## src/rtl/cap_alloc_pkg.sv

```systemverilog
// Shared definitions for the channel-to-capacitor allocation sequencer.
// Holds the FSM state type, the width/beat helpers used by the top, and the
// derived constants for the default 128-channel / 70-capacitor configuration.
package cap_alloc_pkg;

    typedef enum logic {
        StIdle = 1'b0,
        StRun  = 1'b1
    } state_e;

    // Width of a counter that must hold values 0..ch inclusive.
    function automatic int unsigned cnt_w(input int unsigned ch);
        return $clog2(ch + 1);
    endfunction

    // Width of the step index, which reaches cap at the end of a job.
    function automatic int unsigned idx_w(input int unsigned cap);
        return $clog2(cap + 1);
    endfunction

    // Clocks per job: ceil(cap / per).
    function automatic int unsigned num_beats(input int unsigned cap, input int unsigned per);
        return (cap + per - 1) / per;
    endfunction

    localparam int unsigned CHANNEL_NUM_DEF   = 128;
    localparam int unsigned CAPACITOR_NUM_DEF = 70;
    localparam int unsigned STEPS_PER_CYC_DEF = 7;

    localparam int unsigned CNT_W     = $clog2(CHANNEL_NUM_DEF + 1);
    localparam int unsigned IDX_W     = $clog2(CAPACITOR_NUM_DEF + 1);
    localparam int unsigned NUM_BEATS =
        (CAPACITOR_NUM_DEF + STEPS_PER_CYC_DEF - 1) / STEPS_PER_CYC_DEF;

endpackage

```

## src/rtl/cap_alloc_sequencer_if.sv

```systemverilog
// Job bus of the allocation sequencer.
//   start/din/sw_vec : job request and operands (driven by the requester)
//   busy/done        : job status, done is a one-cycle pulse
//   dout/din_rem     : capacitor result and residual channel vector
//   used_cnt/overrun : consumed-channel count and sticky overrun flag
// master = requester side, slave = sequencer side.
interface cap_alloc_sequencer_if #(
    parameter int unsigned CHANNEL_NUM   = 128,
    parameter int unsigned CAPACITOR_NUM = 70
);
    localparam int unsigned CntW = $clog2(CHANNEL_NUM + 1);

    logic                     start;
    logic [CHANNEL_NUM-1:0]   din;
    logic [CAPACITOR_NUM-1:0] sw_vec;
    logic                     busy;
    logic                     done;
    logic [CAPACITOR_NUM-1:0] dout;
    logic [CHANNEL_NUM-1:0]   din_rem;
    logic [CntW-1:0]          used_cnt;
    logic                     overrun;

    modport master (
        output start, din, sw_vec,
        input  busy, done, dout, din_rem, used_cnt, overrun
    );

    modport slave (
        input  start, din, sw_vec,
        output busy, done, dout, din_rem, used_cnt, overrun
    );

endinterface

```

## src/rtl/cap_alloc_sequencer_step.sv

```systemverilog
// One combinational allocation step.
//   din_i/dout_i/used_cnt_i : state before the step
//   sw_i                    : 1 = take a channel bit, 0 = shift in a 1
//   en_i                    : 0 passes all state through untouched
//   din_o/dout_o/used_cnt_o : state after the step
//   overrun_o               : this step wanted a channel but none were left
module cap_alloc_step #(
    parameter int unsigned CHANNEL_NUM   = 128,
    parameter int unsigned CAPACITOR_NUM = 70,
    parameter int unsigned CntW          = $clog2(CHANNEL_NUM + 1)
) (
    input  logic [CHANNEL_NUM-1:0]   din_i,
    input  logic [CAPACITOR_NUM-1:0] dout_i,
    input  logic                     sw_i,
    input  logic                     en_i,
    input  logic [CntW-1:0]          used_cnt_i,
    output logic [CHANNEL_NUM-1:0]   din_o,
    output logic [CAPACITOR_NUM-1:0] dout_o,
    output logic [CntW-1:0]          used_cnt_o,
    output logic                     overrun_o
);

    localparam logic [CntW-1:0] CntMax = CntW'(CHANNEL_NUM);

    always_comb begin
        din_o      = din_i;
        dout_o     = dout_i;
        used_cnt_o = used_cnt_i;
        overrun_o  = 1'b0;
        if (en_i) begin
            if (sw_i) begin
                dout_o = {din_i[0], dout_i[CAPACITOR_NUM-1:1]};
                din_o  = {1'b1, din_i[CHANNEL_NUM-1:1]};
                // Counter saturates; extra takes only raise overrun.
                if (used_cnt_i < CntMax) begin
                    used_cnt_o = used_cnt_i + 1'b1;
                end else begin
                    overrun_o = 1'b1;
                end
            end else begin
                dout_o = {1'b1, dout_i[CAPACITOR_NUM-1:1]};
            end
        end
    end

endmodule

```

## src/rtl/cap_alloc_sequencer.sv

```systemverilog
// Sequential channel-to-capacitor allocator.
//   clk, rst : rising-edge clock, asynchronous active-high reset
//   bus      : job interface (slave side): start/din/sw_vec in,
//              busy/done/dout/din_rem/used_cnt/overrun out (all registered)
// A job runs CAPACITOR_NUM steps, STEPS_PER_CYC per clock, through a chain of
// combinational step cells; the last beat is clamped so no step runs past
// index CAPACITOR_NUM-1.
module cap_alloc_sequencer
    import cap_alloc_pkg::*;
#(
    parameter int unsigned CHANNEL_NUM   = 128,
    parameter int unsigned CAPACITOR_NUM = 70,
    parameter int unsigned STEPS_PER_CYC = 7
) (
    input  logic                 clk,
    input  logic                 rst,
    cap_alloc_sequencer_if.slave bus
);

    localparam int unsigned CntW = cnt_w(CHANNEL_NUM);
    localparam int unsigned IdxW = idx_w(CAPACITOR_NUM);

    state_e                   state_q, state_d;
    logic [IdxW-1:0]          step_idx_q, step_idx_d;
    logic [CAPACITOR_NUM-1:0] sw_q, sw_d;
    logic [CAPACITOR_NUM-1:0] dout_q, dout_d;
    logic [CHANNEL_NUM-1:0]   din_rem_q, din_rem_d;
    logic [CntW-1:0]          used_cnt_q, used_cnt_d;
    logic                     overrun_q, overrun_d;
    logic                     done_q, done_d;

    // Step chain: index 0 is the registered state, index STEPS_PER_CYC the result.
    logic [CHANNEL_NUM-1:0]   din_c  [STEPS_PER_CYC+1];
    logic [CAPACITOR_NUM-1:0] dout_c [STEPS_PER_CYC+1];
    logic [CntW-1:0]          cnt_c  [STEPS_PER_CYC+1];
    logic [STEPS_PER_CYC-1:0] step_en;
    logic [STEPS_PER_CYC-1:0] step_ovr;
    logic                     last_beat;

    assign din_c[0]  = din_rem_q;
    assign dout_c[0] = dout_q;
    assign cnt_c[0]  = used_cnt_q;

    for (genvar i = 0; i < STEPS_PER_CYC; i++) begin : g_step
        // sw_q is shifted down every beat, so cell i always reads bit i.
        assign step_en[i] = (32'(step_idx_q) + 32'(i)) < 32'(CAPACITOR_NUM);

        cap_alloc_step #(
            .CHANNEL_NUM   (CHANNEL_NUM),
            .CAPACITOR_NUM (CAPACITOR_NUM),
            .CntW          (CntW)
        ) u_step (
            .din_i      (din_c[i]),
            .dout_i     (dout_c[i]),
            .sw_i       (sw_q[i]),
            .en_i       (step_en[i]),
            .used_cnt_i (cnt_c[i]),
            .din_o      (din_c[i+1]),
            .dout_o     (dout_c[i+1]),
            .used_cnt_o (cnt_c[i+1]),
            .overrun_o  (step_ovr[i])
        );
    end

    assign last_beat = (32'(step_idx_q) + 32'(STEPS_PER_CYC)) >= 32'(CAPACITOR_NUM);

    always_comb begin
        state_d    = state_q;
        step_idx_d = step_idx_q;
        sw_d       = sw_q;
        dout_d     = dout_q;
        din_rem_d  = din_rem_q;
        used_cnt_d = used_cnt_q;
        overrun_d  = overrun_q;
        done_d     = 1'b0;
        case (state_q)
            StIdle: begin
                if (bus.start) begin
                    state_d    = StRun;
                    step_idx_d = '0;
                    sw_d       = bus.sw_vec;
                    dout_d     = '1;
                    din_rem_d  = bus.din;
                    used_cnt_d = '0;
                    overrun_d  = 1'b0;
                end
            end
            StRun: begin
                dout_d     = dout_c[STEPS_PER_CYC];
                din_rem_d  = din_c[STEPS_PER_CYC];
                used_cnt_d = cnt_c[STEPS_PER_CYC];
                overrun_d  = overrun_q | (|step_ovr);
                sw_d       = sw_q >> STEPS_PER_CYC;
                if (last_beat) begin
                    step_idx_d = IdxW'(CAPACITOR_NUM);
                    state_d    = StIdle;
                    done_d     = 1'b1;
                end else begin
                    step_idx_d = step_idx_q + IdxW'(STEPS_PER_CYC);
                end
            end
            default: state_d = StIdle;
        endcase
    end

    always_ff @(posedge clk or posedge rst) begin
        if (rst) begin
            state_q    <= StIdle;
            step_idx_q <= '0;
            sw_q       <= '0;
            dout_q     <= '1;
            din_rem_q  <= '0;
            used_cnt_q <= '0;
            overrun_q  <= 1'b0;
            done_q     <= 1'b0;
        end else begin
            state_q    <= state_d;
            step_idx_q <= step_idx_d;
            sw_q       <= sw_d;
            dout_q     <= dout_d;
            din_rem_q  <= din_rem_d;
            used_cnt_q <= used_cnt_d;
            overrun_q  <= overrun_d;
            done_q     <= done_d;
        end
    end

    assign bus.busy     = (state_q == StRun);
    assign bus.done     = done_q;
    assign bus.dout     = dout_q;
    assign bus.din_rem  = din_rem_q;
    assign bus.used_cnt = used_cnt_q;
    assign bus.overrun  = overrun_q;

endmodule

```

## src/flat_wrapper.sv

```systemverilog
// flat-port wrapper written by rule: the top's interface ports become plain ports
module cap_alloc_sequencer_flat import cap_alloc_pkg::*;
#(
    parameter int unsigned CHANNEL_NUM   = 128,
    parameter int unsigned CAPACITOR_NUM = 70,
    parameter int unsigned STEPS_PER_CYC = 7
)
  (clk, rst, bus_start, bus_din, bus_sw_vec, bus_busy, bus_done, bus_dout, bus_din_rem, bus_used_cnt, bus_overrun);
  cap_alloc_sequencer_if #(.CHANNEL_NUM(CHANNEL_NUM), .CAPACITOR_NUM(CAPACITOR_NUM)) bus_i ();
  input  logic clk;
  input  logic rst;
  input wire logic [$bits(bus_i.start)-1:0] bus_start;
  input wire logic [$bits(bus_i.din)-1:0] bus_din;
  input wire logic [$bits(bus_i.sw_vec)-1:0] bus_sw_vec;
  output wire logic [$bits(bus_i.busy)-1:0] bus_busy;
  output wire logic [$bits(bus_i.done)-1:0] bus_done;
  output wire logic [$bits(bus_i.dout)-1:0] bus_dout;
  output wire logic [$bits(bus_i.din_rem)-1:0] bus_din_rem;
  output wire logic [$bits(bus_i.used_cnt)-1:0] bus_used_cnt;
  output wire logic [$bits(bus_i.overrun)-1:0] bus_overrun;
  assign bus_i.start = bus_start;
  assign bus_i.din = bus_din;
  assign bus_i.sw_vec = bus_sw_vec;
  assign bus_busy = bus_i.busy;
  assign bus_done = bus_i.done;
  assign bus_dout = bus_i.dout;
  assign bus_din_rem = bus_i.din_rem;
  assign bus_used_cnt = bus_i.used_cnt;
  assign bus_overrun = bus_i.overrun;
  cap_alloc_sequencer #(.CHANNEL_NUM(CHANNEL_NUM), .CAPACITOR_NUM(CAPACITOR_NUM), .STEPS_PER_CYC(STEPS_PER_CYC)) u_core (.clk(clk), .rst(rst), .bus(bus_i));
endmodule
```

## config.mk

```make
export PLATFORM = sky130hd
export DESIGN_NAME = cap_alloc_sequencer_flat
export DESIGN_NICKNAME = d
export VERILOG_FILES = /design/src/rtl/cap_alloc_pkg.sv /design/src/rtl/cap_alloc_sequencer_if.sv /design/src/rtl/cap_alloc_sequencer_step.sv /design/src/rtl/cap_alloc_sequencer.sv /design/src/flat_wrapper.sv
export SDC_FILE = /design/constraint.sdc
export NUM_CORES = 2
export LEC_CHECK = 0
export BUFFER_PORTS_ARGS = -buffer_cell sky130_fd_sc_hd__buf_4
export CORE_MARGIN = 2
export CORE_UTILIZATION = 55
export DETAILED_ROUTE_END_ITERATION = 7
export MAX_ROUTING_LAYER = met4
export PLACE_DENSITY = 0.77
export SETUP_SLACK_MARGIN = 0.5
export SLEW_MARGIN = 20
export SYNTH_ARGS = -nofsm -noshare
export SYNTH_HDL_FRONTEND = slang
export SYNTH_HIERARCHICAL = 1
export SYNTH_SLANG_ARGS = --single-unit
```

## constraint.sdc

```tcl
create_clock -name clk -period 12.25 [get_ports clk]
set_input_delay 0.6125 -clock clk [delete_from_list [all_inputs] [get_ports clk]]
set_output_delay 0.6125 -clock clk [all_outputs]
set_load 0.02 [all_outputs]
```

==> metrics <==
Clock Skew 0.0185 ns; Reg2Reg Setup Slack 4.36 ns; initial antenna violation count 0; most common flop cell mapped by yosys dfrtp_1; number of global-route vias before repair 22800; status finished, final reports clean; Critical Path RT 12.66 ns; CP max stage delay 0.83 ns; Post-CTS Setup Inserts 0; total grt overflow 0; die outline width 246 µm; CTS Hold Buffers Added 0; layout cells sized above 1 59.7%; DRT antenna net count 0; EDFF count, synth 0; CP delay by family, top compound AO/OA/AOI/OAI gates; most frequent CP cell and3b_1; Max Fclk 127 MHz; Cell Area, Synth 32200 µm²; hold slack final 0.148 ns; worst setup path class reg2reg; clk sink count 286; Slew Limit Fails 0; Max FO, Critical Path 71; Via density 5.82; CTS-repair resized insts 0; Die H 246 µm; Netlist cell types 49; Remaining DRCs 0; first-pass GRT wire length 121 mm; Ys Warns 6; clk buf depth 3; Arr. time, crit path 8.30 ns; CTS buffer count 38; setup violators final 0; synthesized net count 3472; Final nets 3471; worst rel slew slack 18.7%; setup total negative slack 0 ns; most frequent cells in the layout mux2_2, buf_4, nand2_1; Hold Path Class in2async; most common cell after layout, fill and taps aside mux2_2; syn_area_per_cell 9.92 µm²; row count 88; fin crit period 7.89 ns; port bufs 409; GPL Wtd Cong 0.850; Seq cells post-synth 286; Avg WL per Cell 18.8 µm; Final Hold Viols 0; clk slew on worst S/H paths 0.06 ns; Max Cap Viol 0; Core ar. 57800 µm²; DP HPWL 54.8 mm; initial core utilization 55.8%; via count 23600; sequential cell area fraction in the yosys report 22.5%; Synth-to-Final Area Change 8.94%; critical path buffer and inverter count 1; initial DRC count 1052; Cells after Synth 3252; Startpoint Class register; CTS HTree Levels 2; root buffer cell clkbuf_16; Post-synth ARST share 100%; critical path's slowest cell o41ai_1; Cell Chain, Critical Path ha_1 > o31ai_4 > buf_4 > and3b_1 > nand2_1 > xnor2_1 > nand3_1 > o41ai_1 > and3b_1 > nand2_1 > xnor2_1 > nand3_1 > o41ai_1 > and3b_1 > nand4_1 > xnor2_1 > nand3_1 > o41ai_1 > and3b_1 > mux2_2 > nand2_1 > o21ai_1; filler cell count 4784; # diodes 0; largest net degree at the start of global routing 252; All-Layer GR Usage 25.2%; Detailed Route WL 76.0 mm; I/O pins 410; RSZ-0062 raised after global routing no; Pre-antenna DRT Iters 7; worst-margin pin slew 1.22 ns; clk_lat worst skew 0.57 ns; Critical Path Sink Type register; TritonCTS clock tree yes; final worst path period share 64.4%; DIE AREA 60600 µm²
[registers in the layout, summed over array words and instances, names as in the netlist]
name,flops
u_core/bus.busy,1
u_core/bus.used_cnt,8
u_core/bus.overrun,1
u_core/bus.done,1
u_core/bus.din_rem,128
u_core/sw_q,70
u_core/step_idx_q,7
u_core/bus.dout,70
[cell families after synthesis]
logic type	Yosys count	synth area share (%)
compound gates	334	5.56
simple gates	496	6.43
mux	1578	54.3
flops	286	22.5
buf+inv	487	9.06
xor+xnor	52	1.41
fa+ha+maj	19	0.737
[Yosys cell counts (7+ instances only)]
master,number,area share (%)
o22a_1,7,0.19
dfstp_2,70,5.7
inv_1,17,0.20
nor3_1,7,0.11
o21ai_0,132,2.0
buf_6,8,0.28
nand4_1,17,0.33
o21ai_1,146,2.3
buf_2,162,2.5
nor2_1,99,1.2
nor4_1,17,0.33
xnor2_1,30,0.81
nand2_1,313,3.6
xor2_1,22,0.60
nand2_2,8,0.16
clkbuf_1,72,0.84
ha_1,19,0.74
a21oi_1,17,0.26
nand2b_1,11,0.21
and3b_1,7,0.19
mux2i_1,199,6.2
o41ai_1,7,0.19
buf_4,221,5.1
dfrtp_1,216,17
nand3_1,9,0.14
mux2_2,1379,48
[cell type report]
cell class	count	area [µm²]	share of cell area, %
clock inverters	15	255	0.727
repair buffers	427	3250	9.24
well taps	765	957	2.72
multi-input cells	2479	22300	63.4
inverters	19	78.8	0.224
clock buffers	55	1080	3.09
flip-flops and latches	286	7250	20.6
[routing by layer]
layer	GRT usage [%]	routed length, µm
met3	3.55	3690
met2	42.4	37000
met1	32.1	33800
met4	5.79	1570
met5	-	0
[metrics by stage]
stage	std cells	cell area (µm²)	worst slack, ns	utilization (%)
floorplan	3252	32200	3.86	-
global placement	3975	33800	4.78	58.4
detailed placement	3975	33800	4.54	58.4
CTS	4045	35100	4.50	60.7
global route	4046	35100	3.80	60.8
finish	4046	35100	4.36	60.8
[final timing paths]
path / from / depth (start not counted) / end
worst max-delay path: u_core/step_idx_q[1] / 22 / u_core/bus.used_cnt[1]
worst min-delay path: rst / 2 / u_core/bus.din_rem[96]
worst max register to register: u_core/step_idx_q[1] / 22 / u_core/bus.used_cnt[1]
worst min register to register: u_core/sw_q[47] / 2 / u_core/sw_q[40]
max in group asynchronous: rst / 3 / u_core/bus.busy
min in group clk: bus_sw_vec[69] / 3 / u_core/sw_q[69]
Power is left out: the tool's default activity adds up to more than one toggle a clock period on the data nets, which glitch-free logic cannot reach.
